`config.mk`:
```
export PLATFORM = sky130hd
export DESIGN_NAME = core_mem_arbiter
export DESIGN_NICKNAME = d
export VERILOG_FILES = /design/src/rtl/core_mem_arb_pkg.sv /design/src/rtl/core_mem_arb_id_fifo.sv /design/src/rtl/core_mem_arbiter.sv
export SDC_FILE = /design/constraint.sdc
export NUM_CORES = 1
export LEC_CHECK = 0
export CORE_AREA = 2 2 133 135
export DETAILED_ROUTE_END_ITERATION = 6
export DIE_AREA = 0 0 135 137
export HOLD_SLACK_MARGIN = 0.02
export SLEW_MARGIN = 10
export SYNTH_ARGS = -nofsm -noshare
export SYNTH_HDL_FRONTEND = slang
export SYNTH_SLANG_ARGS = --single-unit
```
`constraint.sdc`:
```
create_clock -name clk_i -period 1.7 [get_ports clk_i]
set_input_delay 0.255 -clock clk_i [delete_from_list [all_inputs] [get_ports clk_i]]
set_output_delay 0.255 -clock clk_i [all_outputs]
set_load 0.005 [all_outputs]
```
`src/rtl/core_mem_arb_pkg.sv`:
```
// Shared types and defaults for the core memory arbiter slice.
package core_mem_arb_pkg;

  localparam int unsigned NUM_REQ_DEF         = 2;
  localparam int unsigned ADDR_WIDTH_DEF      = 32;
  localparam int unsigned DATA_WIDTH_DEF      = 32;
  localparam int unsigned MAX_OUTSTANDING_DEF = 2;

  typedef logic [$clog2(NUM_REQ_DEF)-1:0] req_idx_t;

  typedef struct packed {
    logic [ADDR_WIDTH_DEF-1:0]   addr;
    logic                        we;
    logic [DATA_WIDTH_DEF/8-1:0] be;
    logic [DATA_WIDTH_DEF-1:0]   wdata;
  } mem_req_t;

  // Next round-robin index, wrapping at n.
  function automatic int unsigned wrap_inc(input int unsigned idx, input int unsigned n);
    return (idx + 1 >= n) ? 0 : idx + 1;
  endfunction

endpackage

```
`src/rtl/core_mem_arb_id_fifo.sv`:
```
// In-order FIFO holding the requester ID of every granted-but-unanswered transaction.
module core_mem_arb_id_fifo #(
  parameter int unsigned WIDTH = 1,
  parameter int unsigned DEPTH = 2
) (
  input  logic             clk_i,
  input  logic             rst_ni,
  input  logic             push_i,
  input  logic [WIDTH-1:0] data_i,
  input  logic             pop_i,
  output logic [WIDTH-1:0] head_o,
  output logic             full_o,
  output logic             empty_o
);

  localparam int unsigned PW = (DEPTH > 1) ? $clog2(DEPTH) : 1;
  localparam int unsigned CW = $clog2(DEPTH + 1);

  logic [WIDTH-1:0] mem_q [DEPTH];
  logic [PW-1:0]    wr_ptr_q, rd_ptr_q;
  logic [CW-1:0]    count_q;
  logic             do_push, do_pop;

  assign full_o  = (count_q == CW'(DEPTH));
  assign empty_o = (count_q == '0);
  assign do_push = push_i & ~full_o;
  assign do_pop  = pop_i & ~empty_o;
  assign head_o  = mem_q[rd_ptr_q];

  // Storage write; contents are don't-care while empty so no reset needed.
  always_ff @(posedge clk_i) begin
    if (do_push) mem_q[wr_ptr_q] <= data_i;
  end

  // Pointer and occupancy bookkeeping; push+pop together leaves count unchanged.
  always_ff @(posedge clk_i or negedge rst_ni) begin
    if (!rst_ni) begin
      wr_ptr_q <= '0;
      rd_ptr_q <= '0;
      count_q  <= '0;
    end else begin
      if (do_push) wr_ptr_q <= (wr_ptr_q == PW'(DEPTH - 1)) ? '0 : wr_ptr_q + PW'(1);
      if (do_pop)  rd_ptr_q <= (rd_ptr_q == PW'(DEPTH - 1)) ? '0 : rd_ptr_q + PW'(1);
      if (do_push && !do_pop)      count_q <= count_q + CW'(1);
      else if (!do_push && do_pop) count_q <= count_q - CW'(1);
    end
  end

endmodule

```
`src/rtl/core_mem_arbiter.sv`:
```
// Round-robin arbiter sharing one OBI-style data port between NUM_REQ requesters.
// Responses are routed back in order via an ID FIFO.
// Optional per-requester grant counters: define CORE_MEM_ARB_PERF_EN.
module core_mem_arbiter
  import core_mem_arb_pkg::*;
#(
  parameter int unsigned NUM_REQ         = NUM_REQ_DEF,
  parameter int unsigned ADDR_WIDTH      = ADDR_WIDTH_DEF,
  parameter int unsigned DATA_WIDTH      = DATA_WIDTH_DEF,
  parameter int unsigned MAX_OUTSTANDING = MAX_OUTSTANDING_DEF
) (
  input  logic                                clk_i,
  input  logic                                rst_ni,
  input  logic [NUM_REQ-1:0]                  req_i,
  output logic [NUM_REQ-1:0]                  gnt_o,
  input  logic [NUM_REQ*ADDR_WIDTH-1:0]       addr_i,
  input  logic [NUM_REQ-1:0]                  we_i,
  input  logic [NUM_REQ*(DATA_WIDTH/8)-1:0]   be_i,
  input  logic [NUM_REQ*DATA_WIDTH-1:0]       wdata_i,
  output logic [NUM_REQ-1:0]                  rvalid_o,
  output logic [DATA_WIDTH-1:0]               rdata_o,
  output logic                                mem_req_o,
  input  logic                                mem_gnt_i,
  output logic [ADDR_WIDTH-1:0]               mem_addr_o,
  output logic                                mem_we_o,
  output logic [DATA_WIDTH/8-1:0]             mem_be_o,
  output logic [DATA_WIDTH-1:0]               mem_wdata_o,
  input  logic                                mem_rvalid_i,
  input  logic [DATA_WIDTH-1:0]               mem_rdata_i,
  output logic [NUM_REQ*32-1:0]               grant_cnt_o
);

  localparam int unsigned BE_WIDTH = DATA_WIDTH / 8;
  localparam int unsigned IDX_W    = $clog2(NUM_REQ);

  logic [IDX_W-1:0] rr_ptr_q, lock_idx_q, winner, head;
  logic             lock_q, fifo_full, fifo_empty, handshake, pop;

  // Winner: locked index while a request is stalled, else first req at/after rr_ptr.
  always_comb begin
    int unsigned idx;
    logic        found;
    winner = rr_ptr_q;
    found  = 1'b0;
    idx    = 0;
    if (lock_q) begin
      winner = lock_idx_q;
    end else begin
      for (int unsigned i = 0; i < NUM_REQ; i++) begin
        idx = (32'(rr_ptr_q) + i) % NUM_REQ;
        if (!found && req_i[idx]) begin
          winner = IDX_W'(idx);
          found  = 1'b1;
        end
      end
    end
  end

  // Reset gates the request so nothing leaks out while rst_ni is low.
  assign mem_req_o   = rst_ni & (|req_i) & ~fifo_full;
  assign handshake   = mem_req_o & mem_gnt_i;
  assign pop         = mem_rvalid_i & ~fifo_empty;
  assign rdata_o     = mem_rdata_i;
  assign mem_addr_o  = addr_i[winner*ADDR_WIDTH +: ADDR_WIDTH];
  assign mem_we_o    = we_i[winner];
  assign mem_be_o    = be_i[winner*BE_WIDTH +: BE_WIDTH];
  assign mem_wdata_o = wdata_i[winner*DATA_WIDTH +: DATA_WIDTH];

  // One-hot grant and response routing.
  always_comb begin
    gnt_o    = '0;
    rvalid_o = '0;
    if (handshake) gnt_o[winner] = 1'b1;
    if (pop)       rvalid_o[head] = 1'b1;
  end

  // Round-robin pointer advance and address-stability lock.
  always_ff @(posedge clk_i or negedge rst_ni) begin
    if (!rst_ni) begin
      rr_ptr_q   <= '0;
      lock_q     <= 1'b0;
      lock_idx_q <= '0;
    end else if (handshake) begin
      lock_q   <= 1'b0;
      rr_ptr_q <= IDX_W'(wrap_inc(32'(winner), NUM_REQ));
    end else if (mem_req_o) begin
      lock_q     <= 1'b1;
      lock_idx_q <= winner;
    end
  end

  core_mem_arb_id_fifo #(
    .WIDTH (IDX_W),
    .DEPTH (MAX_OUTSTANDING)
  ) u_id_fifo (
    .clk_i   (clk_i),
    .rst_ni  (rst_ni),
    .push_i  (handshake),
    .data_i  (winner),
    .pop_i   (pop),
    .head_o  (head),
    .full_o  (fifo_full),
    .empty_o (fifo_empty)
  );

`ifdef CORE_MEM_ARB_PERF_EN
  logic [NUM_REQ*32-1:0] cnt_q;

  // Wrapping grant counter per requester.
  always_ff @(posedge clk_i or negedge rst_ni) begin
    if (!rst_ni) cnt_q <= '0;
    else if (handshake) cnt_q[winner*32 +: 32] <= cnt_q[winner*32 +: 32] + 32'd1;
  end

  assign grant_cnt_o = cnt_q;
`else
  assign grant_cnt_o = '0;
`endif

`ifndef SYNTHESIS
  stray_rvalid_chk: assert property (@(posedge clk_i) disable iff (!rst_ni)
    mem_rvalid_i |-> !fifo_empty);
`endif

endmodule

```
* Word-level counts from Yosys, hierarchy flattened
Memory sizes are Yosys's and may differ from the RTL's.
Index checks and enable logic that the tools add are counted.
** Word-level totals
- Register bits :: 7
- Memory bits (writable) :: 2
- Bits of input ports :: 176
- Output and inout port bits :: 170
- Word-level logic and storage cells :: 71
- Memories :: 1
** Cells by class
- Add/subtract/negate cells :: 6
- Order comparisons :: 7
- Equality and inequality tests :: 1
- Shifts and indexed selects :: 3
- Mux-type cells :: 25
- Bitwise gates (word level) :: 9
- Reductions and logical operators :: 13
** Memory list
- u_id_fifo.mem_q :: depth 2, bits a word 1, rd ports 1, clocked after Yosys merged registers in 0, write ports 1, line core_mem_arb_id_fifo.sv:19 : logic [WIDTH-1:0] mem_q [DEPTH];
** Operators by type and width (number)
- $shiftx 64x7->32 :: 2
- $mux 1 :: 19
- $lt 1x2->1 const B :: 4
- $mux 2 :: 4
- $shiftx 8x4->4 :: 1
- $and 1x1->1 :: 6
- $logic_and 1x1->1 :: 5
- $reduce_bool 2->1 :: 2
- $add 1x1->1 const B :: 3
- $logic_not 1->1 :: 3
- $not 1->1 :: 3
- $add 1x1->2 const B :: 1
- $add 2x1->2 const B :: 1
- $demux 1 s1 :: 2
- $eq 2x2->1 const B :: 1
- $ge 1x1->1 const B :: 2
- $ge 2x2->1 const B :: 1
- $logic_not 2->1 :: 1
- $reduce_and 2->1 :: 1
- $reduce_or 2->1 :: 1
- $sub 2x1->2 const B :: 1

* Logic depth before layout (Yosys ltp)
Gate-level depths: netlist of the first run.
- Depth in word-level cells :: 13
- Gate-level depth with buffers :: 7
- Mapped depth without buffers :: 7

* By module
From an unflattened synthesis of the first run, not the netlist that was laid out.
** Unflattened totals
- Cell total of the unflattened synthesis :: 224
- Area, all modules :: 2098.3 um2
** By module, submodules not included
- core_mem_arbiter :: instances 1, cells each 202, area each 1830.5 um2
- core_mem_arb_id_fifo :: instances 1, cells each 22, area each 267.8 um2

* Worst setup path before layout of the first run
No wires, ideal clock.
- Kind :: reg-to-output
- Start :: reg lock_q
- End :: out mem_addr_o[20]
- Arrival :: 1328 ps
- Data required time :: 1445 ps
- Slack :: 117 ps
- Stages on the path, launching flop included :: 5
- Buffers on the path :: 2
- Path through :: dfrtp_1 -> o31a_1 -> buf_6 -> buf_8 -> mux2_4
** Between the ends
- Cells in the longest elaborated chain, start to end :: 2
** Ends and longest elaborated chain
- from (decl) :: line core_mem_arbiter.sv:37 : logic lock_q, fifo_full, fifo_empty, handshake, pop;
- from (signal assigned) :: line core_mem_arbiter.sv:81 : lock_q <= 1'b0;
- from (signal assigned) :: line core_mem_arbiter.sv:84 : lock_q <= 1'b0;
- from (signal assigned) :: line core_mem_arbiter.sv:87 : lock_q <= 1'b1;
- $mux 1 :: line core_mem_arbiter.sv:46 : if (lock_q) begin
- $shiftx 64x7->32 :: line core_mem_arbiter.sv:64 : assign mem_addr_o = addr_i[winner*ADDR_WIDTH +: ADDR_WIDTH];
- to (decl) :: line core_mem_arbiter.sv:24 : output logic [ADDR_WIDTH-1:0] mem_addr_o,
Every way passes these cells.

* Worst setup path in the final report of the first run
- Start :: reg lock_q
- End :: out mem_wdata_o[15]
** Between the ends
- Cells in the longest elaborated chain, start to end :: 2
** Ends and longest elaborated chain
- $mux 1 :: line core_mem_arbiter.sv:46
- $shiftx 64x7->32 :: line core_mem_arbiter.sv:67 : assign mem_wdata_o = wdata_i[winner*DATA_WIDTH +: DATA_WIDTH];
- to (decl) :: line core_mem_arbiter.sv:27 : output logic [DATA_WIDTH-1:0] mem_wdata_o,
Every way passes these cells.

==> flow_metrics.tcl, run 1 <==
set metrics [dict create \
    p_switching_mw 2.12 \
    grt_overflow 0 \
    rr_endpoint "u_id_fifo.mem_q[1]$_DFFE_PP_" \
    p_seq_frac 0.060 \
    grt_pass1_wl_um 12600 \
    leakage_nw 2.41 \
    hold_path_class "in -> async" \
    setup_viol 71 \
    post-route-period-util 1.31 \
    post-route-util 0.292 \
    finClkSkew_ns 0.00244 \
    clk_latency_ns 0.23 \
    cp.arrival_ns 1.96 \
    failed_checks "setup timing" \
    placed_cell_area_um2 4370 \
    wl_met3_um 1140 \
    fill_cells 1780 \
    critical_path_class "reg -> out" \
    antenna_found_initial 0 \
    chipHeight_um 137 \
    startpoint_type "flop" \
    die_area_um2 18500 \
    yosys_warnings 0 \
    die_width_um 135 \
    status "finished with violations" \
    rows 48 \
    fin_area_um2 4980 \
    switching_share 0.313 \
    antenna_left 0 \
    clk_path_buf_depth 2 \
    track_usage 0.0900 \
    pwr-share-clk 0.059 \
    syn_avg_cell_area_um2 10.7 \
    hold_viol 0 \
    grt_max_degree 8 \
    dp_hpwl_um 7170 \
    start_util 0.139 \
    yosys-top-cells-area "mux2_4, buf_4, dfrtp_1" \
    yosysTopAreaCell "mux2_4" \
    globalplace.congestion 0.640 \
    avgRoutedWirePerCell_um 14.2 \
    powerDensity_nw_per_um2 1360 \
    tns_ns -27.04 \
    synthCells 221 \
    port_buffers 217 \
    drt_iter0_drc 15 \
    htree_levels 1 \
    cts_root_buffer "clkbuf_16" \
    path_max_fanout 6 \
    place_ws_ns -0.993 \
    maxCapViolCount 0 \
    r2r_setup_slack_ns 0.17 \
    critPathRequiredTime_ns 1.44 \
    syn_to_final_growth_pct 110 \
    fmax_mhz 451 \
    routed_via_density 3.36 \
    cts_buffers 3 \
    nets 629 \
    grt_pass1_vias 2301 \
    synth-seq-cells 9 \
    path_clk_slew_ns 0.04 \
    r2r-start "rr_ptr_q$_DFFE_PN0N_" \
    route.met2.wl_um 5450 \
    multi_input_area_um2 1510 \
    top_layer "met4" \
    synth_area_um2 2370 \
    layout_min_cycle_time_ns 2.22 \
    yosysTopAreaCellShare 0.431 \
    ys_seq_area_frac 0.0994 \
    core_area_um2 17100 \
    regArea_um2 235 \
    worst-r2r-cell-count 7 \
    ir_worst_vdd_mv 0.479 \
    wl_met1_um 2950 \
    firstDrtPassIters 4 \
    end_kind "output pin" \
    cts_sinks 9 \
    fin_ws_ns -0.519 \
    internal_power_mw 4.67 \
    vias 2274 \
    finalWirelength_um 9610 \
    p_comb_frac 0.881 \
    cts_tree "done" \
    top_level_ports 346 \
    critPathLaunch "lock_q$_DFFE_PN0P_" \
    final_layout_size_suffix_gt1_frac 0.439 \
    rsz0062_at_grt "true" \
    antenna-diode-count 0 \
    route.detailed.drc 0 \
    endpoint "mem_wdata_o[15]" \
    finalMaxSlewViolations 0 \
    synth.distinct_cells 25 \
]
## per-stage QoR
step                power (mW)  hold slack, ns  cells
floorplan                 3.09         -0.0406    284
global placement          4.64           0.489    641
detailed placement        4.71           0.510    641
CTS                       7.00           0.446    676
global route              7.21           0.463    676
finish                    6.79           0.445    676
## state kept, by name (all words and copies together) (netlist names)
name and flops:
u_id_fifo.count_q 2, u_id_fifo.mem_q 2, lock_idx_q 1, lock_q 1, rr_ptr_q 1, u_id_fifo.rd_ptr_q 1, u_id_fifo.wr_ptr_q 1
## power by group through the flow
stage	registers (mW)	logic, mW	clock network, mW
floorplan	0.391	2.69	0
global placement	0.398	4.24	0
detailed placement	0.408	4.30	0
CTS	0.410	6.18	0.410
global route	0.420	6.35	0.434
finish	0.408	5.98	0.402
## worst min path at each step
stage,endpoint,slack (ns),cells after the start,startpoint
floorplan,lock_idx_q$_DFFE_PN0P_,-0.04,0,rst_ni
CTS,lock_q$_DFFE_PN0P_,0.45,3,rst_ni
detailed placement,rdata_o[19],0.51,0,mem_rdata_i[19]
global placement,u_id_fifo.count_q[1]$_DFFE_PN0P_,0.49,1,u_id_fifo.count_q[1]$_DFFE_PN0P_
global route,lock_q$_DFFE_PN0P_,0.46,3,rst_ni
finish,lock_q$_DFFE_PN0P_,0.45,3,rst_ni
## cells in the mapped netlist, drive strengths merged
cell,number
inv,5
o211a,2
nor2,11
ha,1
nor3,1
a21oi,1
buf,104
edfxtp,2
mux2i,2
nand2b,1
nand2,3
dfrtp,7
o21ai,3
conb,1
xnor2,3
o31a,1
nor2b,1
mux2,70
xor2,2
## cell families (layout without fill, tap and decap cells)
| group | after synthesis | count (layout) | synth area share |
|---|---|---|---|
| other | 1 | 64 | 0.00158 |
| multiplexers | 72 | 72 | 0.449 |
| adder cells (fa/ha/maj) | 1 | 1 | 0.00528 |
| AND/OR/NAND/NOR | 17 | 17 | 0.0296 |
| XOR/XNOR | 5 | 5 | 0.0185 |
| buffers and inverters | 109 | 276 | 0.374 |
| flip-flops | 9 | 9 | 0.0994 |
| AO/OA/AOI/OAI | 7 | 7 | 0.0222 |
## routing by layer
metal	up-vias	global-route usage
met1	1040	0.0839
li1	1044	-
met2	184	0.189
met5	-	0
met3	6	0.0315
met4	0	0.0127
## critical path, stage by stage, from the launching register on
cell and delay [ns]:
dfrtp_1 0.40, o31a_4 0.39, buf_12 0.16, buf_12 0.14, buf_6 0.12, buf_6 0.11
mux2_4 0.29, buf_6 0.12
## cell usage in the layout, fill, tap and decap left out, types with 2 or more instances in the layout
cell             netlist  layout
o21ai_0                2       2
conb_1                 1      64
clkdlybuf4s50_1        0     141
dfrtp_1                7       7
xor2_1                 2       2
clkbuf_16              0       3
xnor2_1                3       3
buf_4                 96      19
mux2i_1                2       2
inv_2                  2       3
buf_6                  1      77
clkdlybuf4s15_1        0       2
o211a_1                2       2
nand2_1                3       2
clkdlybuf4s15_2        0       4
buf_2                  0       5
mux2_4                68      69
dlygate4sd2_1          0       6
buf_12                 6       4
edfxtp_1               2       2
nor2_1                11      10
buf_16                 0       7
inv_1                  3       2
## timing repair
action / 4_1_cts / 5_1_grt
endpoints found under the setup margin: 76 / 72
hold buffers: 0 / 0
setup buffers: 23 / 2
pin swaps: 4 / 1
resized for setup: 363 / 10
cloned: 8 / 0
## layout make-up
type                       instances  share of cell area
multi-input combinational        166               0.303
timing repair buffer             267               0.573
clock buffer                       4              0.0158
tap                              225              0.0565
inverter                           5             0.00377
sequential                         9              0.0472
Power figures use the tool's default switching activity.
==> run 2, diff against run 1 <==
--- a/config.mk
+++ b/config.mk
@@ -8,6 +8,7 @@
 export CORE_AREA = 2 2 133 135
 export DETAILED_ROUTE_END_ITERATION = 6
 export DIE_AREA = 0 0 135 137
+export GPL_TIMING_DRIVEN = 0
 export HOLD_SLACK_MARGIN = 0.02
 export SLEW_MARGIN = 10
 export SYNTH_ARGS = -nofsm -noshare
==> flow_metrics.tcl, run 2 (synthesis gave the netlist of run 1 again) <==
set metrics [dict create \
    status "finished with violations" \
    failed_checks "setup timing" \
    die_width_um 135 \
    layout_commonest_cell "clkdlybuf4s50_1" \
    grt_util_met2 0.181 \
    setup_viol 71 \
    maxCapViolCount 0 \
    busiest_layer "met2" \
    grt_overflow 0 \
    grt_pass1_wl_um 12800 \
    fin_area_um2 5850 \
    gr-usage-met3 0.0315 \
    syn_to_final_growth_pct 147 \
    layout_min_cycle_time_ns 2.13 \
    fin_ws_ns -0.432 \
    vias 2545 \
    groute.layer.met1.usage 0.0847 \
    critPathRequiredTime_ns 1.44 \
    ir_worst_vdd_mv 0.465 \
    final_cell_mix "clkdlybuf4s50_1, buf_4, mux2_4, buf_6, conb_1" \
    powerDensity_nw_per_um2 1150 \
    globalplace.congestion 0.700 \
    cts_root_buffer "clkbuf_16" \
    core_area_um2 17100 \
    grt_max_degree 11 \
    path_clk_slew_ns 0.04 \
    startpoint_type "flop" \
    htree_levels 1 \
    final_layout_size_suffix_gt1_frac 0.501 \
    end_kind "output pin" \
    track_usage 0.0880 \
    post-route-period-util 1.25 \
    antenna-diode-count 0 \
    dp_hpwl_um 8180 \
    cts_sinks 9 \
    cp.arrival_ns 1.88 \
    path_max_fanout 5 \
    port_buffers 249 \
    finClkSkew_ns 0.00135 \
    cts_buffers 3 \
    hold_path_class "in -> reg" \
    nets 737 \
    start_util 0.139 \
    placed_cell_area_um2 5380 \
    avgRoutedWirePerCell_um 12.3 \
    die_area_um2 18500 \
    finalMaxSlewViolations 0 \
    clk_latency_ns 0.23 \
    clk_path_buf_depth 2 \
    antenna_found_initial 1 \
    finalWirelength_um 9630 \
    firstDrtPassIters 4 \
    reg.largest.list "u_id_fifo.count_q (2), u_id_fifo.mem_q (2)" \
    drt_iter0_drc 46 \
    rsz0062_at_grt "true" \
    grt_pass1_vias 2529 \
    antenna_left 0 \
    hold_viol 0 \
    chipHeight_um 137 \
    cts_tree "done" \
    total_power_mw 6.70 \
    top_level_ports 346 \
    rows 48 \
    fmax_mhz 469 \
    routed_via_density 3.25 \
    route.detailed.drc 0 \
    leakage_nw 2.95 \
    critical_path_class "reg -> out" \
]
run 2: path summary, 6_finish.rpt:
check | startpoint | to | slack, ns | cells past startpoint
max | rr_ptr_q$_DFFE_PN0N_ | mem_addr_o[5] | -0.43 | 8
min | req_i[1] | lock_idx_q$_DFFE_PN0P_ | 0.48 | 4
max reg2reg | lock_q$_DFFE_PN0P_ | u_id_fifo.mem_q[1]$_DFFE_PP_ | 0.08 | 9
min reg2reg | u_id_fifo.count_q[1]$_DFFE_PN0P_ | u_id_fifo.count_q[1]$_DFFE_PN0P_ | 0.52 | 1
max in group asynchronous | rst_ni | lock_q$_DFFE_PN0P_ | 0.82 | 2
min in group asynchronous | rst_ni | u_id_fifo.rd_ptr_q$_DFFE_PN0P_ | 0.59 | 2
run 2: metrics by stage:
stage / TNS [ns] / hold WS, ns / setup slack, ns / util / instances
finish: -23.43 / 0.476 / -0.432 / 0.343 / 784
global route: -28.40 / 0.523 / -0.503 / 0.343 / 784
CTS: -27.32 / 0.519 / -0.477 / 0.344 / 784
detailed placement: -68.29 / 0.495 / -1.04 / 0.315 / 758
global placement: -67.84 / 0.490 / -1.04 / 0.315 / 758
floorplan: 0 / -0.0406 / 0.117 / - / 284
run 2: metal layers:
metal	vias to the layer above	wire length (um)	share of wire
li1	1257	-	-
met1	1112	3020	0.31
met2	170	5340	0.55
met3	4	1230	0.13
met4	2	27	0.0028
met5	-	13	0.0014
run 2: final cells by class:
cell class              count  area [um2]
well taps                 225         282
inverters                   5        21.3
clock buffers               4        78.8
fillers                  1748       11200
plain buffers             103         861
flip-flops and latches      9         236
multi-input cells         166        1510
repair buffers            272        2860
run 2: report_power, final:
part / internal, mW / total, mW / switching [mW] / leakage (nW)
clock network: 0.313 / 0.412 / 0.0985 / 0.0382
registers: 0.327 / 0.397 / 0.0697 / 0.0995
logic: 4.00 / 5.89 / 1.89 / 2.82
run 2: worst max-delay path, stage by stage (launching register included):
cell and delay, ns:
dfrtp_1 0.35, a21oi_2 0.05, o31a_1 0.32, buf_12 0.15, buf_12 0.13, buf_12 0.13
buf_6 0.11, mux2_4 0.29, buf_6 0.11
run 2: repair_timing:
action,CTS,global route
buffers inserted,16,2
pin swaps,2,3
endpoints found under the setup margin,78,73
gates resized for setup,349,26
cloned,5,2
endpoints found under the hold margin,7,0
hold buffers,1,0
==> run 3, diff against run 2 <==
--- a/config.mk
+++ b/config.mk
@@ -8,6 +8,7 @@
 export CORE_AREA = 2 2 133 135
 export DETAILED_ROUTE_END_ITERATION = 6
 export DIE_AREA = 0 0 135 137
+export DONT_BUFFER_PORTS = 1
 export GPL_TIMING_DRIVEN = 0
 export HOLD_SLACK_MARGIN = 0.02
 export SLEW_MARGIN = 10
==> constraint.sdc (replaced) <==
create_clock -name clk_i -period 2.5 [get_ports clk_i]
set_input_delay 0.375 -clock clk_i [delete_from_list [all_inputs] [get_ports clk_i]]
set_output_delay 0.375 -clock clk_i [all_outputs]
set_load 0.005 [all_outputs]
==> flow_metrics.tcl, run 3 (synthesis gave the netlist of run 1 again) <==
set metrics [dict create \
    antenna_found_initial 1 \
    fmax_mhz 484 \
    globalplace.congestion 0.684 \
    routed_via_density 3.02 \
    antenna_left 0 \
    grt_max_degree 11 \
    fin_area_um2 2970 \
    p_switching_mw 1.00 \
    tns_ns 0 \
    syn_to_final_growth_pct 25.6 \
    start_util 0.139 \
    rsz0062_at_grt "false" \
    internal_power_mw 1.66 \
    finClkSkew_ns 0.00264 \
    min_path_cells 3 \
    firstDrtPassIters 4 \
    path_clk_slew_ns 0.04 \
    layout_commonest_cell "buf_4" \
    place_ws_ns 0.572 \
    cts_root_buffer "clkbuf_16" \
    powerDensity_nw_per_um2 895 \
    worst-r2r-cell-count 6 \
    critical_path_class "reg -> out" \
    p_comb_frac 0.788 \
    cp.arrival_ns 1.69 \
    htree_levels 1 \
    post-route-period-util 0.827 \
    postCtsSetupRepairBufs 0 \
    grt_pass1_wl_um 8370 \
    drt_iter0_drc 36 \
    layout_min_cycle_time_ns 2.07 \
    track_usage 0.0648 \
    status "completed" \
    rows 48 \
    top_level_ports 346 \
    placed_cell_area_um2 2890 \
    post-route-util 0.174 \
    fin_cells 514 \
    clk_latency_ns 0.24 \
    fin_ws_ns 0.432 \
    dp_hpwl_um 6790 \
    hold_viol 0 \
    ir_worst_vdd_mv 0.294 \
    route.detailed.drc 0 \
    grt_pass1_vias 1342 \
    setup_viol 0 \
    die_width_um 135 \
    clk_path_buf_depth 2 \
    holdWs_ns 0.379 \
    cts_buffers 3 \
    leakage_nw 1.65 \
    critPathRequiredTime_ns 2.12 \
    core_area_um2 17100 \
    crit_slowest_cell "dfrtp_1" \
    startpoint_type "flop" \
    switching_share 0.377 \
    finalMaxSlewViolations 0 \
    vias 1554 \
    slowest_delay_ns 0.44 \
    nets 467 \
    final_layout_size_suffix_gt1_frac 0.616 \
    port_buffers 0 \
    dp.cells 509 \
    hold_path_class "in -> reg" \
    pwr-share-clk 0.109 \
    final_cell_mix "buf_4, mux2_4, conb_1, nor2_1, dfrtp_1" \
    chipHeight_um 137 \
    path_max_fanout 10 \
    finalWirelength_um 7370 \
    antenna-diode-count 0 \
    p_seq_frac 0.103 \
    cts_tree "done" \
    grt_overflow 0 \
    cts_sinks 9 \
    avgRoutedWirePerCell_um 14.3 \
    reg.largest.list "u_id_fifo.count_q (2), u_id_fifo.mem_q (2)" \
    die_area_um2 18500 \
    total_power_mw 2.66 \
    maxCapViolCount 0 \
    path_cells "o31a_1, buf_6, buf_12, mux2_4" \
    end_kind "output pin" \
]
run 3: changes by cell type in the layout (fill, tap and decap cells not counted), moves of 5 or more:
cell,delta
buf_6,-65
buf_4,-5
clkbuf_2,-10
buf_12,-7
clkdlybuf4s50_1,-172
run 3: layout make-up:
cell class	instances	area, um2
fillers	1901	14100
multi-input cells	166	1480
plain buffers	104	867
well taps	225	282
flip-flops and latches	9	235
clock buffers	4	78.8
inverters	5	18.8
repair buffers	1	10.0
run 3: worst paths after layout:
path | end | start | slack, ns
setup / recovery | mem_wdata_o[27] | lock_q$_DFFE_PN0P_ | 0.43
hold / removal | lock_idx_q$_DFFE_PN0P_ | mem_gnt_i | 0.38
setup reg to reg | u_id_fifo.count_q[1]$_DFFE_PN0P_ | u_id_fifo.count_q[0]$_DFFE_PN0P_ | 0.96
hold reg to reg | u_id_fifo.rd_ptr_q$_DFFE_PN0P_ | u_id_fifo.rd_ptr_q$_DFFE_PN0P_ | 0.49
max in group asynchronous | rr_ptr_q$_DFFE_PN0N_ | rst_ni | 1.75
min in group asynchronous | u_id_fifo.count_q[0]$_DFFE_PN0P_ | rst_ni | 0.49
run 3: power by group through the flow:
stage	combinational (mW)	sequential (mW)	clock (mW)
after floorplan	1.83	0.266	0
after global placement	2.14	0.276	0
after detailed placement	2.15	0.277	0
after CTS	2.17	0.276	0.296
after global routing	2.28	0.283	0.302
final	2.10	0.274	0.290
run 3: worst max-delay path: cells and delay by family (launching register included):
| kind | cells | cell delay (ns) |
|---|---|---|
| AO/OA/AOI/OAI | 1 | 0.33 |
| multiplexers | 1 | 0.34 |
| flip-flops | 1 | 0.44 |
| buffers and inverters | 2 | 0.34 |
run 3: timing repair:
item | 4_1_cts | 5_1_grt
hold endpoints to repair | 7 | 0
gates resized for setup | 0 | 0
hold buffers | 1 | 0
run 3: routing by layer:
layer | vias up | track usage | share of wire
met5 | - | 0 | 0.0018
met2 | 172 | 0.130 | 0.57
met4 | 2 | 0.0139 | 0.0062
met3 | 6 | 0.0233 | 0.13
met1 | 660 | 0.0629 | 0.30
li1 | 714 | - | -
